[src/rtl/wb_arbiter.sv]
// Write-back arbiter: merges pipeline write-back with buffered long-latency results
// into the single register-file write port and tracks per-register pending results.
module wb_arbiter #(
  parameter int DEPTH = 4
) (
  input  logic        clk,
  input  logic        rst_n,
  input  logic        pw_en,
  input  logic [4:0]  pw_addr,
  input  logic [31:0] pw_data,
  input  logic        aw_valid,
  input  logic [4:0]  aw_addr,
  input  logic [31:0] aw_data,
  output logic        aw_ready,
  input  logic        iss_en,
  input  logic [4:0]  iss_addr,
  output logic        regw,
  output logic [4:0]  A3,
  output logic [31:0] WD,
  output logic [31:0] pending,
  output logic        fifo_full
);

  localparam int PW = (DEPTH > 1) ? $clog2(DEPTH) : 1;
  localparam int CW = PW + 1;
  localparam logic [CW-1:0] FullCount = CW'(DEPTH);

  logic [4:0]    fifoAddr_q [DEPTH];
  logic [31:0]   fifoData_q [DEPTH];
  logic [PW-1:0] wrPtr_q, wrPtr_d;
  logic [PW-1:0] rdPtr_q, rdPtr_d;
  logic [CW-1:0] count_q, count_d;
  logic [31:0]   pending_q, pending_d;

  logic        push, pop, pwWrite;
  logic [4:0]  headAddr;
  logic [31:0] headData;
  logic [31:0] setMask, clearMask;

  assign headAddr  = fifoAddr_q[rdPtr_q];
  assign headData  = fifoData_q[rdPtr_q];
  assign aw_ready  = (count_q < FullCount);
  assign fifo_full = (count_q == FullCount);
  assign pending   = pending_q;

  // Pipeline write-back always wins; the FIFO drains only in bubble cycles.
  always_comb begin
    pwWrite = pw_en && (pw_addr != 5'd0);
    push    = aw_valid && aw_ready;
    pop     = !pwWrite && (count_q != '0);
    regw    = 1'b0;
    A3      = 5'd0;
    WD      = 32'd0;
    if (rst_n) begin
      if (pwWrite) begin
        regw = 1'b1;
        A3   = pw_addr;
        WD   = pw_data;
      end else if (pop && (headAddr != 5'd0)) begin
        regw = 1'b1;
        A3   = headAddr;
        WD   = headData;
      end
    end
  end

  always_comb begin
    wrPtr_d = push ? wrPtr_q + PW'(1) : wrPtr_q;
    rdPtr_d = pop  ? rdPtr_q + PW'(1) : rdPtr_q;
    count_d = count_q;
    unique case ({push, pop})
      2'b10:   count_d = count_q + CW'(1);
      2'b01:   count_d = count_q - CW'(1);
      default: count_d = count_q;
    endcase
  end

  // A new issue to a register overrides a completion to the same register.
  always_comb begin
    clearMask = (pop && (headAddr != 5'd0)) ? (32'd1 << headAddr) : 32'd0;
    setMask   = iss_en ? (32'd1 << iss_addr) : 32'd0;
    pending_d = ((pending_q & ~clearMask) | setMask) & ~32'd1;
  end

  always_ff @(posedge clk or negedge rst_n) begin
    if (!rst_n) begin
      wrPtr_q   <= '0;
      rdPtr_q   <= '0;
      count_q   <= '0;
      pending_q <= '0;
    end else begin
      wrPtr_q   <= wrPtr_d;
      rdPtr_q   <= rdPtr_d;
      count_q   <= count_d;
      pending_q <= pending_d;
    end
  end

  always_ff @(posedge clk) begin
    if (push) begin
      fifoAddr_q[wrPtr_q] <= aw_addr;
      fifoData_q[wrPtr_q] <= aw_data;
    end
  end

endmodule

[config.mk]
export PLATFORM = sky130hd
export DESIGN_NAME = wb_arbiter
export DESIGN_NICKNAME = d
export VERILOG_FILES = /design/src/rtl/wb_arbiter.sv
export SDC_FILE = /design/constraint.sdc
export NUM_CORES = 1
export LEC_CHECK = 0
export CORE_ASPECT_RATIO = 2
export CORE_MARGIN = 2
export CORE_UTILIZATION = 53
export CTS_BUF_LIST = sky130_fd_sc_hd__clkbuf_4
export CTS_CLUSTER_SIZE = 40
export DETAILED_ROUTE_END_ITERATION = 10
export MAX_ROUTING_LAYER = met4
export PLACE_DENSITY = 0.82
export SYNTH_ARGS = -nofsm -noshare
export SYNTH_HDL_FRONTEND = slang
export SYNTH_SLANG_ARGS = --single-unit
[constraint.sdc]
create_clock -name clk -period 3.6 [get_ports clk]
set_input_delay 1.08 -clock clk [delete_from_list [all_inputs] [get_ports clk]]
set_output_delay 1.08 -clock clk [all_outputs]
set_load 0.02 [all_outputs]
Word-level counts from Yosys, hierarchy flattened. Memory sizes are Yosys's and may differ from the RTL's. Index checks and enable logic that the tools add are counted.

Input bits: 84. Flip-flop bits (word level): 38. RAM bits: 148. Logic and storage cells: 42. Memories kept: 2.

Memories: fifoData_q (words 4, width 32, read ports 1, clocked after memory_dff 0, write ports 1, line 29) `logic [31:0] fifoData_q [DEPTH];`; fifoAddr_q (words 4, width 5, read ports 1, clocked after memory_dff 0, write ports 1, line 28) `logic [4:0] fifoAddr_q [DEPTH];`.

Add/subtract/negate cells: 4. Shifts and indexed selects: 2. Multiplexer cells: 14. Magnitude comparators: 1. Reductions and logical operators: 9. Bitwise gates (word level): 3. Equal/unequal tests: 3.

Operator list (count): 32-bit two-way mux (5); 1-bit by 5-bit << shifter with 32-bit output, first input constant (2); 32-bit AND (1); 32-bit NOT (1); 32-bit bitwise OR (1); 5-bit two-way mux (3); 5-bit nonzero test (2); 3-bit case mux with 2 select lines (1); 1-bit two-way mux (5); 2-bit by 1-bit adder with 2-bit output, second input constant (2); 1-bit logical AND (4); 3-bit by 1-bit adder with 3-bit output, second input constant (1); 3-bit == test, second input constant (1); 3-bit < comparator, second input constant (1); 3-bit nonzero test (1); 3-bit by 1-bit subtractor with 3-bit output, second input constant (1); 2-bit by 1-bit == test with 1-bit output, second input constant (1); 2-bit == test, second input constant (1); 2-bit nonzero test (1); 1-bit zero test (1).

Longest topological paths before layout. Gate-level depths: netlist of run 1.

Depth after elaboration: 9. Mapped depth: 10. Mapped depth without buffers: 9.

Worst setup path after synthesis of run 1. No wires, ideal clock.

Kind: input-to-output. Start: input port pw_addr[0]. End: output port A3[3]. Stages on the path: 4. Setup slack: 0.136 ns. Arrival: 2.384 ns. Cell sequence: o31ai_1 nand4_1 clkbuf_1 a21boi_0.

Cells in the longest elaborated chain, start to end: 8.

Ends and longest elaborated chain: start: declaration (line 9) `input logic [4:0] pw_addr,`; 5-bit nonzero test (*) (line 48) `pwWrite = pw_en && (pw_addr != 5'd0);`; 1-bit logical AND (*) (line 48); 1-bit zero test (line 50) `pop = !pwWrite && (count_q != '0);`; 1-bit logical AND (line 50); 1-bit logical AND (line 59) `end else if (pop && (headAddr != 5'd0)) begin`; 5-bit two-way mux (line 59); 5-bit two-way mux (*) (line 55) `if (pwWrite) begin`; 5-bit two-way mux (*) (line 54) `if (rst_n) begin`; end: declaration (line 18) `output logic [4:0] A3,`.

Every way passes the cells marked *; elsewhere a longest branch is shown, timed or not.

Final worst setup path of run 1.
Start: register rdPtr_q[0]. End: output port regw.

Cells in the longest elaborated chain, start to end: 6.

Ends and longest elaborated chain: start: declaration (line 31) `logic [PW-1:0] rdPtr_q, rdPtr_d;`; start signal: assignment (line 93) `rdPtr_q <= rdPtr_d;`; memory 4 x 5 bit; 5-bit nonzero test (line 59); 1-bit logical AND (line 59); 1-bit two-way mux (line 59); 1-bit two-way mux (line 55); 1-bit two-way mux (line 54); end: declaration (line 17) `output logic regw,`.

Every way passes these cells.

==> results.py, run 1 <==
metrics = {
    "status": {
        "run_status": "finished, violations left",
        "violations": "negative setup slack",
    },
    "setup_path": {
        "crit_slowest_cell": "mux4_2",
        "cp_max_fo": 7,
        "max_stage_delay_ns": 0.49,
        "critPathArrivalTime_ns": 2.84,
        "reg2reg_from": "rdPtr_q[0]",
        "cp-startpoint": "rdPtr_q[0]",
        "worstPathRequired_ns": 2.52,
        "crit_chain": "buf_12, mux4_2, or2_1, o311a_4, buf_12, or2_4, buf_6",
        "critical-path-top-delay-family": "multiplexers",
        "crit_top_cell": "buf_12",
        "cp_num_buf_inv": 3,
        "startpoint_type": "flip-flop",
        "critical_path_class": "reg2out",
        "endpoint_kind": "primary output",
    },
    "synthesis": {
        "synthCells": 437,
        "synth-seq-area-share": 0.706,
        "ys.flop_type": "edfxtp_1",
        "postSynthAreaPerCell_um2": 17.5,
        "synth.largest_area_cell": "edfxtp_1",
        "synth_common_cells": "148 x edfxtp_1, 38 x dfrtp_1, 37 x mux4_2",
        "synthTopCellsByArea": "edfxtp_1 58%, dfrtp_1 12%, mux4_2 11%",
        "ys_ff_latch": 186,
        "synth_top_area_frac": 0.581,
        "synth.distinct_cells": 39,
        "synth_most_common_cell": "edfxtp_1",
        "synth_edf_count": 148,
        "ys_warn_count": 0,
        "async_flop_share": 0.204,
        "synth_nets": 527,
        "syn_area_um2": 7640,
    },
    "clock_tree": {
        "cts.clk_slew.worst_paths_ns": 0.14,
        "cts_sinks": 186,
        "clockBufferDepth": 2,
        "cts_root_buf": "clkbuf_4",
        "clkLatencyLatePin_ns": 0.55,
        "cts_htree_levels": 4,
        "numCtsBuffers": 17,
        "cts_tree": "built",
    },
    "placement": {
        "portBuffers": 154,
        "pre_cts_ws_ns": -0.789,
        "dpl.cell_count": 788,
        "gp_congestion": 0.846,
        "dpl.hpwl_mm": 10.9,
    },
    "global_route": {
        "grtUsageTotal": 0.237,
        "gr-total-overflow": 0,
        "grt_max_degree": 38,
        "grt_first_pass_wirelength_mm": 26.3,
        "antenna_found_initial": 1,
        "grt_pass1_vias": 4988,
    },
    "sta": {
        "rsz0062_at_grt": "yes",
        "finalSetupViolations": 33,
        "worst_hold_slack_ns": 0.530,
        "fin_ws_ns": -0.323,
        "max_freq_mhz": 255,
        "finalCritPeriodShare": 1.09,
        "layout_min_cycle_time_ns": 3.92,
        "report.final.slew_viol_count": 0,
        "fin_tns_setup_ns": -9.92,
        "worstMarginPinSlew_ns": 0.616,
        "finalClockSkew_ns": 0.0364,
        "finalHoldViolations": 0,
        "relSlewSlack": 0.583,
    },
    "job": {
        "drv_cap": 0,
    },
    "finish": {
        "num-nets-final": 716,
        "layout-drive-gt1-share": 0.268,
        "area_delta_synth_final_pct": 31.6,
        "fin_cells": 832,
        "fill_cells": 939,
    },
    "routing": {
        "drc": 0,
        "drt-initial-drc-count": 409,
        "via_per_inst": 5.75,
        "firstDrtPassIters": 7,
        "dr_total_vias": 4787,
        "finalWirelength_mm": 16.9,
        "wire_per_inst_um": 20.3,
        "ant_nets": 0,
    },
    "die": {
        "num_rows": 62,
        "core-area_um2": 14200,
        "die_x_um": 88.9,
        "chipHeight_um": 174,
        "io_pins": 156,
        "die-area_um2": 15500,
        "initial_core_util": 0.538,
    },
    "worst_hold_path": {
        "min_path_type": "reg2reg",
        "min_from": "pending[14]",
    },
    "pwr": {
        "power-per-cell-area_nw_per_um2": 685,
        "p_clk_frac": 0.161,
        "p_leak_nw": 3.62,
        "p_switching_mw": 2.36,
        "share_comb_of_total_power": 0.409,
        "power_mw": 6.89,
        "p_sw_frac": 0.343,
        "power_frac_seq": 0.430,
        "internal_power_mw": 4.52,
        "peakVddDrop_mv": 0.515,
    },
}
## cell type report
class / count / area (µm²) / share of cell area
clock buffers: 17 / 128 / 0.0127
multi-input cells: 208 / 2090 / 0.207
inverters: 14 / 52.6 / 0.00523
repair buffers: 199 / 2000 / 0.199
clock inverters: 15 / 153 / 0.0152
well taps: 192 / 240 / 0.0239
diodes: 1 / 2.50 / 0.000249
flip-flops and latches: 186 / 5400 / 0.537
## layer usage
| layer | wire [µm] | track usage | vias to the layer above |
|---|---|---|---|
| met5 | 0 | - | - |
| met4 | 309 | 0.0682 | 0 |
| met3 | 1300 | 0.0624 | 28 |
| met2 | 8920 | 0.380 | 204 |
| met1 | 6370 | 0.297 | 2403 |
| li1 | - | - | 2152 |
## worst min-delay path, stage by stage (launching register included)
cell	delay (ns)
dfrtp_1	0.37
o31ai_1	0.06
o21ai_0	0.07
## cells in the final DEF (no fill, tap or decap), types with 4 or more instances in the layout
| cell | n |
|---|---|
| edfxtp_1 | 148 |
| buf_4 | 34 |
| nand2_1 | 19 |
| buf_12 | 8 |
| o21ai_0 | 24 |
| nand2b_1 | 8 |
| a22o_1 | 32 |
| clkdlybuf4s50_1 | 110 |
| inv_8 | 4 |
| and2_2 | 4 |
| ha_1 | 5 |
| xnor2_1 | 5 |
| inv_1 | 13 |
| inv_6 | 6 |
| mux4_2 | 37 |
| dlygate4sd2_1 | 4 |
| o31ai_1 | 22 |
| clkbuf_4 | 17 |
| buf_2 | 14 |
| nor3_1 | 4 |
| buf_6 | 25 |
| o41ai_1 | 10 |
| dfrtp_1 | 36 |
## cell families (layout without fill, tap and decap cells)
family	count (synthesis)	count (layout)	share of synthesized area
muxes	38	38	0.110
adders and majority gates	6	6	0.0108
and+or+nand+nor	55	55	0.0385
AOI/OAI and AO/OA	102	102	0.101
xor gates and xnor gates	6	6	0.00688
DFF	186	186	0.706
other	1	2	0.000491
buffers and inverters	43	245	0.0265
## flip-flops by register name, summed over array words and instances (netlist names)
signal / flops
fifoData_q: 128
pending: 31
fifoAddr_q: 20
count_q: 3
rdPtr_q: 2
wrPtr_q: 2
## power groups by stage
stage	combinational, mW	sequential [mW]	clock, mW
3_5_place_dp	2.69	3.02	0
3_3_place_gp	2.67	3.00	0
2_1_floorplan	1.45	3.14	0
4_1_cts	2.81	2.96	1.14
5_1_grt	3.03	3.00	1.23
6_report	2.82	2.96	1.11
## metrics by stage
step / utilization / area [µm²]
after floorplan: - / 7640
after global placement: 0.677 / 9610
after detailed placement: 0.677 / 9610
after CTS: 0.706 / 10000
after global routing: 0.708 / 10100
final: 0.708 / 10100
## what timing repair did
item,4_1_cts,5_1_grt
hold buffers,0,0
gates resized for setup,218,9
setup endpoints to repair,38,38
cloned,3,0
setup buffers,5,3
pin swaps,8,6
## worst paths after layout
check,to,slack (ns),cells after the start
setup / recovery,regw,-0.32,7
hold / removal,pending[14],0.53,2
setup reg to reg,pending[15],1.45,8
hold reg to reg,pending[14],0.53,2
max in group asynchronous,rdPtr_q[1],2.50,3
min in group asynchronous,pending[3],0.55,2
No activity file was read; power rests on OpenSTA's default activity.
==> run 2: changes to the inputs <==
--- a/config.mk
+++ b/config.mk
@@ -5,12 +5,14 @@
 export SDC_FILE = /design/constraint.sdc
 export NUM_CORES = 1
 export LEC_CHECK = 0
+export ABC_AREA = 1
 export CORE_ASPECT_RATIO = 2
 export CORE_MARGIN = 2
-export CORE_UTILIZATION = 53
+export CORE_UTILIZATION = 54
 export CTS_BUF_LIST = sky130_fd_sc_hd__clkbuf_4
 export CTS_CLUSTER_SIZE = 40
 export DETAILED_ROUTE_END_ITERATION = 10
+export GPL_ROUTABILITY_DRIVEN = 0
 export MAX_ROUTING_LAYER = met4
 export PLACE_DENSITY = 0.82
 export SYNTH_ARGS = -nofsm -noshare
==> run 2 against run 1 <==
  * The flow now finishes without violations
  * Die area grew 7.3%
  * Sequential share of layout area is 4.3 points lower
  * Via count is 38% higher
  * Largest cell class unchanged
  * Highest routed layer unchanged
==> results.py, run 2 <==
metrics = {
    "routing": {
        "wire_per_inst_um": 19.6,
        "firstDrtPassIters": 5,
        "drt-initial-drc-count": 435,
        "dr_total_vias": 6587,
        "drc": 0,
        "finalWirelength_mm": 22.7,
        "via_per_inst": 5.67,
        "ant_nets": 0,
    },
    "setup_path": {
        "cp_max_fo": 6,
        "endpoint_kind": "primary output",
        "worstPathRequired_ns": 2.52,
        "crit_chain": "dlygate4sd2_1, nor2_1, nand2_1, nand2_2, nand2_4, inv_8, buf_4, buf_4, nand2_1, a21oi_1, buf_2",
        "startpoint_type": "input port",
        "critical_path_class": "in2out",
        "critPathArrivalTime_ns": 2.47,
        "max_stage_delay_ns": 0.24,
        "reg2reg_depth": 13,
        "crit_slowest_cell": "dlygate4sd2_1",
    },
    "synthesis": {
        "ys.flop_type": "edfxtp_1",
        "async_flop_share": 0.204,
        "synth_top_area_frac": 0.531,
        "synth_most_common_cell": "nand2_1",
        "ys_ff_latch": 186,
        "synth_nets": 854,
        "synth_common_cells": "171 x nand2_1, 148 x edfxtp_1, 99 x nor2_1",
        "synth_edf_count": 148,
        "syn_area_um2": 8370,
        "synth.distinct_cells": 36,
        "ys_warn_count": 0,
        "synth.largest_area_cell": "edfxtp_1",
        "synthCells": 764,
        "synth-seq-area-share": 0.644,
        "synthTopCellsByArea": "edfxtp_1 53%, dfrtp_1 11%, nand2_1 7.7%",
        "postSynthAreaPerCell_um2": 11.0,
    },
    "die": {
        "num_rows": 64,
        "initial_core_util": 0.550,
        "chipHeight_um": 180,
        "core-area_um2": 15200,
        "die_x_um": 92.1,
        "io_pins": 156,
        "die-area_um2": 16600,
    },
    "placement": {
        "dpl.hpwl_mm": 13.8,
        "portBuffers": 154,
        "placed_area_um2": 10200,
    },
    "sta": {
        "finalCritPeriodShare": 0.985,
        "worst_hold_slack_ns": 0.489,
        "fin_tns_setup_ns": 0,
        "layout_min_cycle_time_ns": 3.55,
        "max_freq_mhz": 282,
        "report.final.slew_viol_count": 0,
        "rsz0062_at_grt": "yes",
        "finalClockSkew_ns": 0.0220,
        "finalSetupViolations": 0,
        "finalHoldViolations": 0,
    },
    "finish": {
        "num-nets-final": 1038,
        "largest_reg_flops": 128,
        "final_common_cell": "nand2_1",
        "layout-drive-gt1-share": 0.217,
        "regMostFlops": "fifoData_q",
        "final_cell_mix": "171 x nand2_1, 148 x edfxtp_1, 109 x clkdlybuf4s50_1, 95 x nor2_1, 75 x o21ai_0",
        "final_util": 0.718,
        "area_delta_synth_final_pct": 30.5,
        "fin_area_um2": 10900,
    },
    "clock_tree": {
        "numCtsBuffers": 17,
        "cts_root_buf": "clkbuf_4",
        "cts_sinks": 186,
        "clkLatencyLatePin_ns": 0.58,
        "clockBufferDepth": 2,
        "cts.clk_slew.worst_paths_ns": 0.16,
        "cts_tree": "built",
        "cts_htree_levels": 4,
    },
    "pwr": {
        "power-per-cell-area_nw_per_um2": 766,
        "p_leak_nw": 4.16,
        "peakVddDrop_mv": 0.469,
        "power_mw": 8.37,
    },
    "global_route": {
        "antenna_found_initial": 2,
        "grt_first_pass_wirelength_mm": 34.7,
        "grt_max_degree": 47,
        "grtUsageTotal": 0.283,
        "gr-total-overflow": 0,
        "grt_pass1_vias": 6670,
    },
    "worst_hold_path": {
        "whs_path_depth": 2,
        "min_path_type": "reg2reg",
    },
    "job": {
        "drv_cap": 0,
    },
    "status": {
        "run_status": "complete, no violations",
    },
}
run 2: changes by cell type in the layout (fill, tap and decap cells not counted), sizes merged, moves of 8 or more:
cell	before	now
nand3	2	56
a21oi	2	40
mux4	37	0
o31ai	23	1
o21ai	25	75
a22o	32	0
nand2b	8	0
inv	24	33
o41ai	10	0
nor2	2	102
o22ai	0	32
nand2	19	184
run 2: repair_timing:
action | in CTS | in global routing
pin swaps | 8 | 12
hold buffers | 0 | 0
buffers inserted | 13 | 7
setup endpoints to repair | 38 | 35
gates resized for setup | 198 | 22
cloned | 5 | 2
run 2: critical path: cells and delay by family:
kind            cells  cell delay [ns]
compound gates      1             0.16
buf+inv             5             0.80
simple gates        5             0.43
run 2: metal layers:
metal | wire (µm) | global-route usage | vias up
met1 | 7640 | 0.276 | 3175
met4 | 971 | 0.156 | 0
met2 | 12800 | 0.514 | 302
li1 | - | - | 3036
met5 | 0 | - | -
met3 | 1370 | 0.0565 | 74
run 2: final timing paths:
path	start	end	slack [ns]
min reg2reg	pending[23]	pending[23]	0.49
max	pw_addr[1]	regw	0.05
min in group asynchronous	rst_n	pending[27]	0.54
max reg2reg	count_q[0]	count_q[2]	1.24
max in group asynchronous	rst_n	rdPtr_q[0]	2.68
min	pending[23]	pending[23]	0.49
run 2: layout make-up:
type | instances | area, µm²
clock inverter | 14 | 206
multi-input combinational | 509 | 2740
fill | 1054 | 4290
inverter | 29 | 135
timing repair buffer | 205 | 2070
tap | 198 | 248
antenna | 2 | 5.00
sequential | 186 | 5400
clock buffer | 18 | 135
run 2: cell families (layout without fill, tap and decap cells):
kind of cell / Yosys count / after routing / synth area share
DFF: 186 / 186 / 0.644
other: 1 / 3 / 0.000448
adders and majority gates: 6 / 6 / 0.00986
buffers and inverters: 71 / 266 / 0.0447
AOI/OAI and AO/OA: 148 / 148 / 0.103
xor gates and xnor gates: 4 / 4 / 0.00418
and+or+nand+nor: 348 / 350 / 0.194
run 2: where the power goes:
group / total [mW] / internal, mW / switching (mW)
Clock: 1.29 / 0.522 / 0.773
Combinational: 4.12 / 1.62 / 2.51
Sequential: 2.96 / 2.77 / 0.186
run 2: metrics by stage:
stage | setup WS [ns] | cells
4_1_cts | 0.0141 | 1152
2_1_floorplan | 0.179 | 764
3_3_place_gp | -0.607 | 1102
5_1_grt | -0.0131 | 1161
3_5_place_dp | -0.631 | 1102
6_report | 0.0524 | 1161
